File: src/rtl/read_src_fsm.sv
// Source-read engine: pops a descriptor, issues AXI4 INCR read bursts of up to 16 beats
// (one in flight), and pushes every returned R beat into the data FIFO.
module read_src_fsm #(
    parameter int DATA_W       = 512,
    parameter int ADDR_W       = 64,
    parameter int LENGTH_W     = 20,
    parameter int AXI_LEN_W    = 4,
    parameter int FIFO_CNT_W   = 10,
    parameter int PERF_CNTR_W  = 32,
    parameter bit ENABLE_ERROR = 1'b1
) (
    input  logic                   clk,
    input  logic                   reset_n,
    input  logic                   desc_not_empty,
    input  logic                   desc_go,
    input  logic [ADDR_W-1:0]      desc_src_addr,
    input  logic [LENGTH_W-1:0]    desc_length,
    output logic                   desc_rd_en,
    input  logic                   csr_reset_disp,
    output logic                   arvalid,
    input  logic                   arready,
    output logic [ADDR_W-1:0]      araddr,
    output logic [7:0]             arlen,
    output logic [2:0]             arsize,
    output logic [1:0]             arburst,
    input  logic                   rvalid,
    input  logic                   rlast,
    input  logic [1:0]             rresp,
    input  logic [DATA_W-1:0]      rdata,
    output logic                   rready,
    input  logic [FIFO_CNT_W-1:0]  fifo_space,
    output logic                   fifo_wr_en,
    output logic [DATA_W-1:0]      fifo_wr_data,
    output logic                   rd_fsm_done,
    output logic                   busy,
    output logic                   stopped_on_error,
    output logic                   rd_rsp_err,
    output logic [5:0]             rd_state,
    output logic [PERF_CNTR_W-1:0] clk_cnt,
    output logic [PERF_CNTR_W-1:0] valid_cnt
);

    localparam int MAX_BURST   = 2 ** AXI_LEN_W;
    localparam int BURST_BYTES = MAX_BURST * (DATA_W / 8);
    localparam int AXSIZE      = $clog2(DATA_W / 8);
    localparam int CMP_W       = (FIFO_CNT_W > LENGTH_W) ? FIFO_CNT_W : LENGTH_W;

    typedef enum logic [5:0] {
        IDLE       = 6'b000001,
        SPACE_WAIT = 6'b000010,
        ADDR       = 6'b000100,
        DATA       = 6'b001000,
        DONE       = 6'b010000,
        ERROR      = 6'b100000
    } state_t;

    state_t                 state_q, state_d;
    logic                   arvalid_q, arvalid_d;
    logic                   rready_q, rready_d;
    logic                   desc_rd_en_q, desc_rd_en_d;
    logic                   done_q, done_d;
    logic                   busy_q, busy_d;
    logic                   err_q, err_d;
    logic [ADDR_W-1:0]      addr_q, addr_d;
    logic [7:0]             arlen_q, arlen_d;
    logic [2:0]             arsize_q, arsize_d;
    logic [1:0]             arburst_q, arburst_d;
    logic [LENGTH_W-1:0]    remaining_q, remaining_d;
    logic [LENGTH_W-1:0]    burst_q, burst_d;
    logic [LENGTH_W-1:0]    beat_cnt_q, beat_cnt_d;
    logic [PERF_CNTR_W-1:0] clk_cnt_q, clk_cnt_d;
    logic [PERF_CNTR_W-1:0] valid_cnt_q, valid_cnt_d;

    logic [LENGTH_W-1:0]    burst_len;
    logic [LENGTH_W-1:0]    rem_after;
    logic                   beat;
    logic                   last_expected;
    logic                   bad_beat;

    assign burst_len     = (remaining_q > LENGTH_W'(MAX_BURST)) ? LENGTH_W'(MAX_BURST) : remaining_q;
    assign rem_after     = remaining_q - burst_q;
    assign beat          = rvalid & rready_q;
    assign last_expected = (beat_cnt_q + LENGTH_W'(1)) == burst_q;
    assign bad_beat      = ENABLE_ERROR && ((rresp != 2'b00) || (rlast != last_expected));

    always_comb begin
        state_d      = state_q;
        arvalid_d    = arvalid_q;
        rready_d     = rready_q;
        desc_rd_en_d = 1'b0;
        done_d       = 1'b0;
        busy_d       = busy_q;
        err_d        = err_q;
        addr_d       = addr_q;
        arlen_d      = arlen_q;
        arsize_d     = arsize_q;
        arburst_d    = arburst_q;
        remaining_d  = remaining_q;
        burst_d      = burst_q;
        beat_cnt_d   = beat_cnt_q;
        clk_cnt_d    = clk_cnt_q;
        valid_cnt_d  = valid_cnt_q;

        if (state_q != IDLE && state_q != ERROR) begin
            clk_cnt_d = clk_cnt_q + PERF_CNTR_W'(1);
        end

        case (state_q)
            IDLE: begin
                if (desc_go && desc_not_empty) begin
                    desc_rd_en_d = 1'b1;
                    addr_d       = desc_src_addr;
                    remaining_d  = desc_length;
                    clk_cnt_d    = '0;
                    valid_cnt_d  = '0;
                    busy_d       = 1'b1;
                    state_d      = (desc_length == '0) ? DONE : SPACE_WAIT;
                end
            end
            SPACE_WAIT: begin
                // Reserve FIFO room for the whole burst so rready never has to back off.
                if (CMP_W'(fifo_space) >= CMP_W'(burst_len)) begin
                    burst_d   = burst_len;
                    arlen_d   = 8'(burst_len - LENGTH_W'(1));
                    arsize_d  = 3'(AXSIZE);
                    arburst_d = 2'b01;
                    arvalid_d = 1'b1;
                    state_d   = ADDR;
                end
            end
            ADDR: begin
                if (arready) begin
                    arvalid_d  = 1'b0;
                    rready_d   = 1'b1;
                    beat_cnt_d = '0;
                    state_d    = DATA;
                end
            end
            DATA: begin
                if (beat) begin
                    beat_cnt_d  = beat_cnt_q + LENGTH_W'(1);
                    valid_cnt_d = valid_cnt_q + PERF_CNTR_W'(1);
                    if (bad_beat) begin
                        rready_d = 1'b0;
                        err_d    = 1'b1;
                        state_d  = ERROR;
                    end else if (rlast) begin
                        rready_d    = 1'b0;
                        remaining_d = rem_after;
                        addr_d      = addr_q + ADDR_W'(BURST_BYTES);
                        state_d     = (rem_after == '0) ? DONE : SPACE_WAIT;
                    end
                end
            end
            DONE: begin
                done_d  = 1'b1;
                busy_d  = 1'b0;
                state_d = IDLE;
            end
            ERROR: begin
                if (csr_reset_disp) begin
                    err_d   = 1'b0;
                    busy_d  = 1'b0;
                    state_d = IDLE;
                end
            end
            default: state_d = IDLE;
        endcase
    end

    always_ff @(posedge clk) begin
        if (!reset_n) begin
            state_q      <= IDLE;
            arvalid_q    <= 1'b0;
            rready_q     <= 1'b0;
            desc_rd_en_q <= 1'b0;
            done_q       <= 1'b0;
            busy_q       <= 1'b0;
            err_q        <= 1'b0;
            addr_q       <= '0;
            arlen_q      <= '0;
            arsize_q     <= '0;
            arburst_q    <= '0;
            remaining_q  <= '0;
            burst_q      <= '0;
            beat_cnt_q   <= '0;
            clk_cnt_q    <= '0;
            valid_cnt_q  <= '0;
        end else begin
            state_q      <= state_d;
            arvalid_q    <= arvalid_d;
            rready_q     <= rready_d;
            desc_rd_en_q <= desc_rd_en_d;
            done_q       <= done_d;
            busy_q       <= busy_d;
            err_q        <= err_d;
            addr_q       <= addr_d;
            arlen_q      <= arlen_d;
            arsize_q     <= arsize_d;
            arburst_q    <= arburst_d;
            remaining_q  <= remaining_d;
            burst_q      <= burst_d;
            beat_cnt_q   <= beat_cnt_d;
            clk_cnt_q    <= clk_cnt_d;
            valid_cnt_q  <= valid_cnt_d;
        end
    end

    assign desc_rd_en       = desc_rd_en_q;
    assign arvalid          = arvalid_q;
    assign araddr           = addr_q;
    assign arlen            = arlen_q;
    assign arsize           = arsize_q;
    assign arburst          = arburst_q;
    assign rready           = rready_q;
    assign fifo_wr_en       = beat;
    assign fifo_wr_data     = rdata;
    assign rd_fsm_done      = done_q;
    assign busy             = busy_q;
    assign stopped_on_error = err_q;
    assign rd_rsp_err       = err_q;
    assign rd_state         = state_q;
    assign clk_cnt          = clk_cnt_q;
    assign valid_cnt        = valid_cnt_q;

endmodule

File: config.mk
export PLATFORM = sky130hd
export DESIGN_NAME = read_src_fsm
export DESIGN_NICKNAME = d
export VERILOG_FILES = /design/src/rtl/read_src_fsm.sv
export SDC_FILE = /design/constraint.sdc
export NUM_CORES = 1
export LEC_CHECK = 0
export BUFFER_PORTS_ARGS = -buffer_cell sky130_fd_sc_hd__buf_2
export CAP_MARGIN = 20
export CORE_AREA = 3 3 501 503
export DETAILED_ROUTE_END_ITERATION = 10
export DIE_AREA = 0 0 504 506
export SLEW_MARGIN = 20
export SYNTH_ARGS = -nofsm -noshare
export SYNTH_HDL_FRONTEND = slang
export SYNTH_SLANG_ARGS = --single-unit
File: constraint.sdc
create_clock -name clk -period 3.7 [get_ports clk]
set_input_delay 0.555 -clock clk [delete_from_list [all_inputs] [get_ports clk]]
set_output_delay 0.555 -clock clk [all_outputs]
set_load 0.02 [all_outputs]
==> parameters.txt <==
Parameter                              Value

Outcome
  Run status    completed

Power
  Internal power summed over all cells    5.71 mW
  Sequential fraction of design power    30.1%
  Switching share of power    44.3%
  Power per unit of standard cell area    551 mW/mm²
  Leakage power    6.17 nW
  Logic pwr share    43.6%
  Worst VDD drop    0.000269 V
  Switching power    4.55 mW
  Share of power burned in the clock network    26.3%

Clocking
  H-tree level count    1
  Total setup buffers inserted after CTS    0
  Worst-skew pair later-pin latency    0.62 ns
  Clock Sinks    209
  Number of hold buffers added after cts    0
  Reg clk slew, reported paths    0.07 ns
  Clock tree from TritonCTS    built
  Maximum clock path buffer count    3
  Clock tree root driver cell    clkbuf_16
  Inserted Clock Buffers    25

Final layout
  Top library cells by usage in the layout, fill and taps aside    256 x buf_2, 209 x dfxtp_1, 198 x nor2_1, 168 x nand2_1, 125 x a21oi_1
  Final Non-Filler Cells    5188
  Fillcell total    29100
  Ratio of cells with drive above 1 in the final layout    22.4%
  Commonest non-fill, non-tap cell in the layout    buf_2
  Post-layout nets    2468
  Layout-stage area growth over the synthesis result    18.1%

Drt
  DR WL/cell    27.8 µm
  Mean number of vias per cell    2.68
  Count of routing violations after the opening detailed-route iteration    1115
  Number of iterations in the first detailed-routing pass    6
  Post-route ant nets    0
  Aggregate routed wire length    144000 µm
  Drc violations    0
  Via count    13900

Floorplanning
  I/O pin count    1283
  Area of the placeable core    0.246 mm²
  Floorplan die width    504 µm
  Starting density of the core    6.40%
  Total Die Area    0.255 mm²
  Vertical extent of the die    506 µm
  Number of placement rows    182

Setup path
  Critical Path Source Type    register
  Arrival time at the worst endpoint    3.99 ns
  Required @ worst endpoint    4.18 ns
  Start-to-end type of the worst setup path    register to register
  CP endpoint kind    register
  Highest net fanout along the worst path    26

Yosys
  Post-synth EDFFs    0
  Register bit total from synthesis    209
  Ranking of synthesized cells by area    dfxtp_1 27%, buf_4 25%, nor2_1 4.7%
  Part of the Yosys area used for sequential elements    26.5%
  Syn. warnings    0
  Top-area cell type share of the netlist area    26.5%
  Count of mapped cells out of synthesis    2068
  Post-synthesis cell type count    80
  Flip-flop cell with the highest count after synthesis    dfxtp_1
  Top cell type by total area after synthesis    dfxtp_1
  Share of synthesized flip-flops with an asynchronous set or reset    0%
  Average footprint of a synthesized cell    7.63 µm²
  Summed instance area of the synthesized netlist    0.0158 mm²

Job
  Number of max-cap violations    0

STA
  Slew @ Worst Pin    0.875 ns
  RSZ-0062 raised after global routing    no
  Worst rel slew slack    41.7%
  Maximum clock frequency    285 MHz
  Worst hold-check slack    0.172 ns
  Share of the clock period used by the worst path after layout    94.9%
  Fin. max-slew vios    0
  Final setup violation count    0
  Crit path time final    3.51 ns
  Final hold violation count    0
  Worst clock skew on the final layout    0.0705 ns

Placed design
  Placed Instances    5102
  Number of buffer cells added on primary ports    256
  RD Place Congestion    0.881
  Post-detailed-placement half-perimeter wirelength    131000 µm

GRT
  Initial antenna violation count    19
  Combined global-route utilization of all metal layers    10.7%
  Vias in the first global route    12600
  GR Overflow Total    0
  First-pass GRT wire length    172000 µm
  Largest net degree at the start of global routing    68

Worst hold path
  Class of the tightest hold or removal check    input port to register
[layout make-up]
class                           count  area (µm²)  share of cell area, %
Inverter                           44         168                  0.900
Tap cell                         3312        4140                   22.3
Multi-Input combinational cell   1215        7310                   39.2
Antenna cell                       40         100                  0.538
Clock inverter                     15         179                  0.961
Sequential cell                   209        4180                   22.5
Clock buffer                       31         688                   3.70
Timing Repair Buffer              322        1850                   9.94
[cell usage after synthesis, types with 29 or more instances]
cell	count
a21oi_1	127
and3_1	37
buf_4	517
clkbuf_1	70
dfxtp_1	209
ha_1	34
inv_1	43
nand2_1	169
nand3_1	78
nand4_1	35
nor2_1	198
nor3_1	55
nor4_1	29
o21ai_0	73
xnor2_1	47
xor2_1	50
[sequential cells by signal, summed over array words and instances (netlist names), 6 cells and up]
signal and cells:
araddr 64, valid_cnt 32, remaining_q 20, arlen 8
rd_state 6, beat_cnt_q 20, burst_q 20, clk_cnt 32
[final timing paths]
path	slack [ns]	from	cells past startpoint	endpoint
max	0.19	beat_cnt_q[1]	12	rd_state[4]
min	0.17	desc_src_addr[3]	3	araddr[3]
max reg2reg	0.19	beat_cnt_q[1]	12	rd_state[4]
min reg2reg	0.45	araddr[1]	2	araddr[1]
[power by group through the flow]
stage	clock [mW]	sequential, mW	combinational (mW)
after floorplan	0	3.31	3.17
after global placement	0	3.11	4.54
after detailed placement	0	3.11	4.54
after CTS	2.79	3.06	4.55
after global routing	2.84	3.13	4.90
final	2.70	3.08	4.47
[worst max-delay path: stages, from the launching register on]
cell and delay [ns]:
dfxtp_1 0.39, ha_1 0.30, nand3_2 0.22, nor4_2 0.39, xnor2_1 0.12, a211o_1 0.35
or4b_4 0.59, nor3_4 0.23, buf_12 0.20, nor4bb_1 0.28, buf_4 0.20, nand2_1 0.06
o22ai_1 0.09
[layer usage]
layer	GRT usage (%)	wire, µm	up-vias
met5	0	51	-
met3	17.2	50300	381
met1	4.60	21600	6174
met2	16.2	62000	1156
li1	-	-	6193
met4	6.96	10400	8
[kinds of logic (layout without fill, tap and decap cells)]
group	Yosys count	after routing	synth area share, %
simple gates	691	691	21.4
buf+inv	649	412	27.9
compound gates	377	377	15.5
flops	209	209	26.5
xor+xnor	97	97	5.39
fa+ha+maj	35	35	2.82
mux	8	8	0.524
other cells	2	47	0.0476
[metrics by stage]
stage | setup WS, ns | utilization (%) | total power, mW | cell area (µm²) | setup TNS, ns
after floorplan | 0.564 | - | 6.48 | 15800 | 0
after global placement | -0.0214 | 7.16 | 7.66 | 17600 | -0.0420
after detailed placement | -0.0869 | 7.16 | 7.65 | 17600 | -0.166
after CTS | 0.185 | 7.51 | 10.4 | 18500 | 0
after global routing | 0.00223 | 7.56 | 10.9 | 18600 | 0
final | 0.187 | 7.56 | 10.3 | 18600 | 0
[repair_timing]
action	4_1_cts	5_1_grt
pin swaps	0	1
cloned	0	0
endpoints found under the setup margin	2	6
resized for setup	1	4
(Power assumes the default switching activity.)
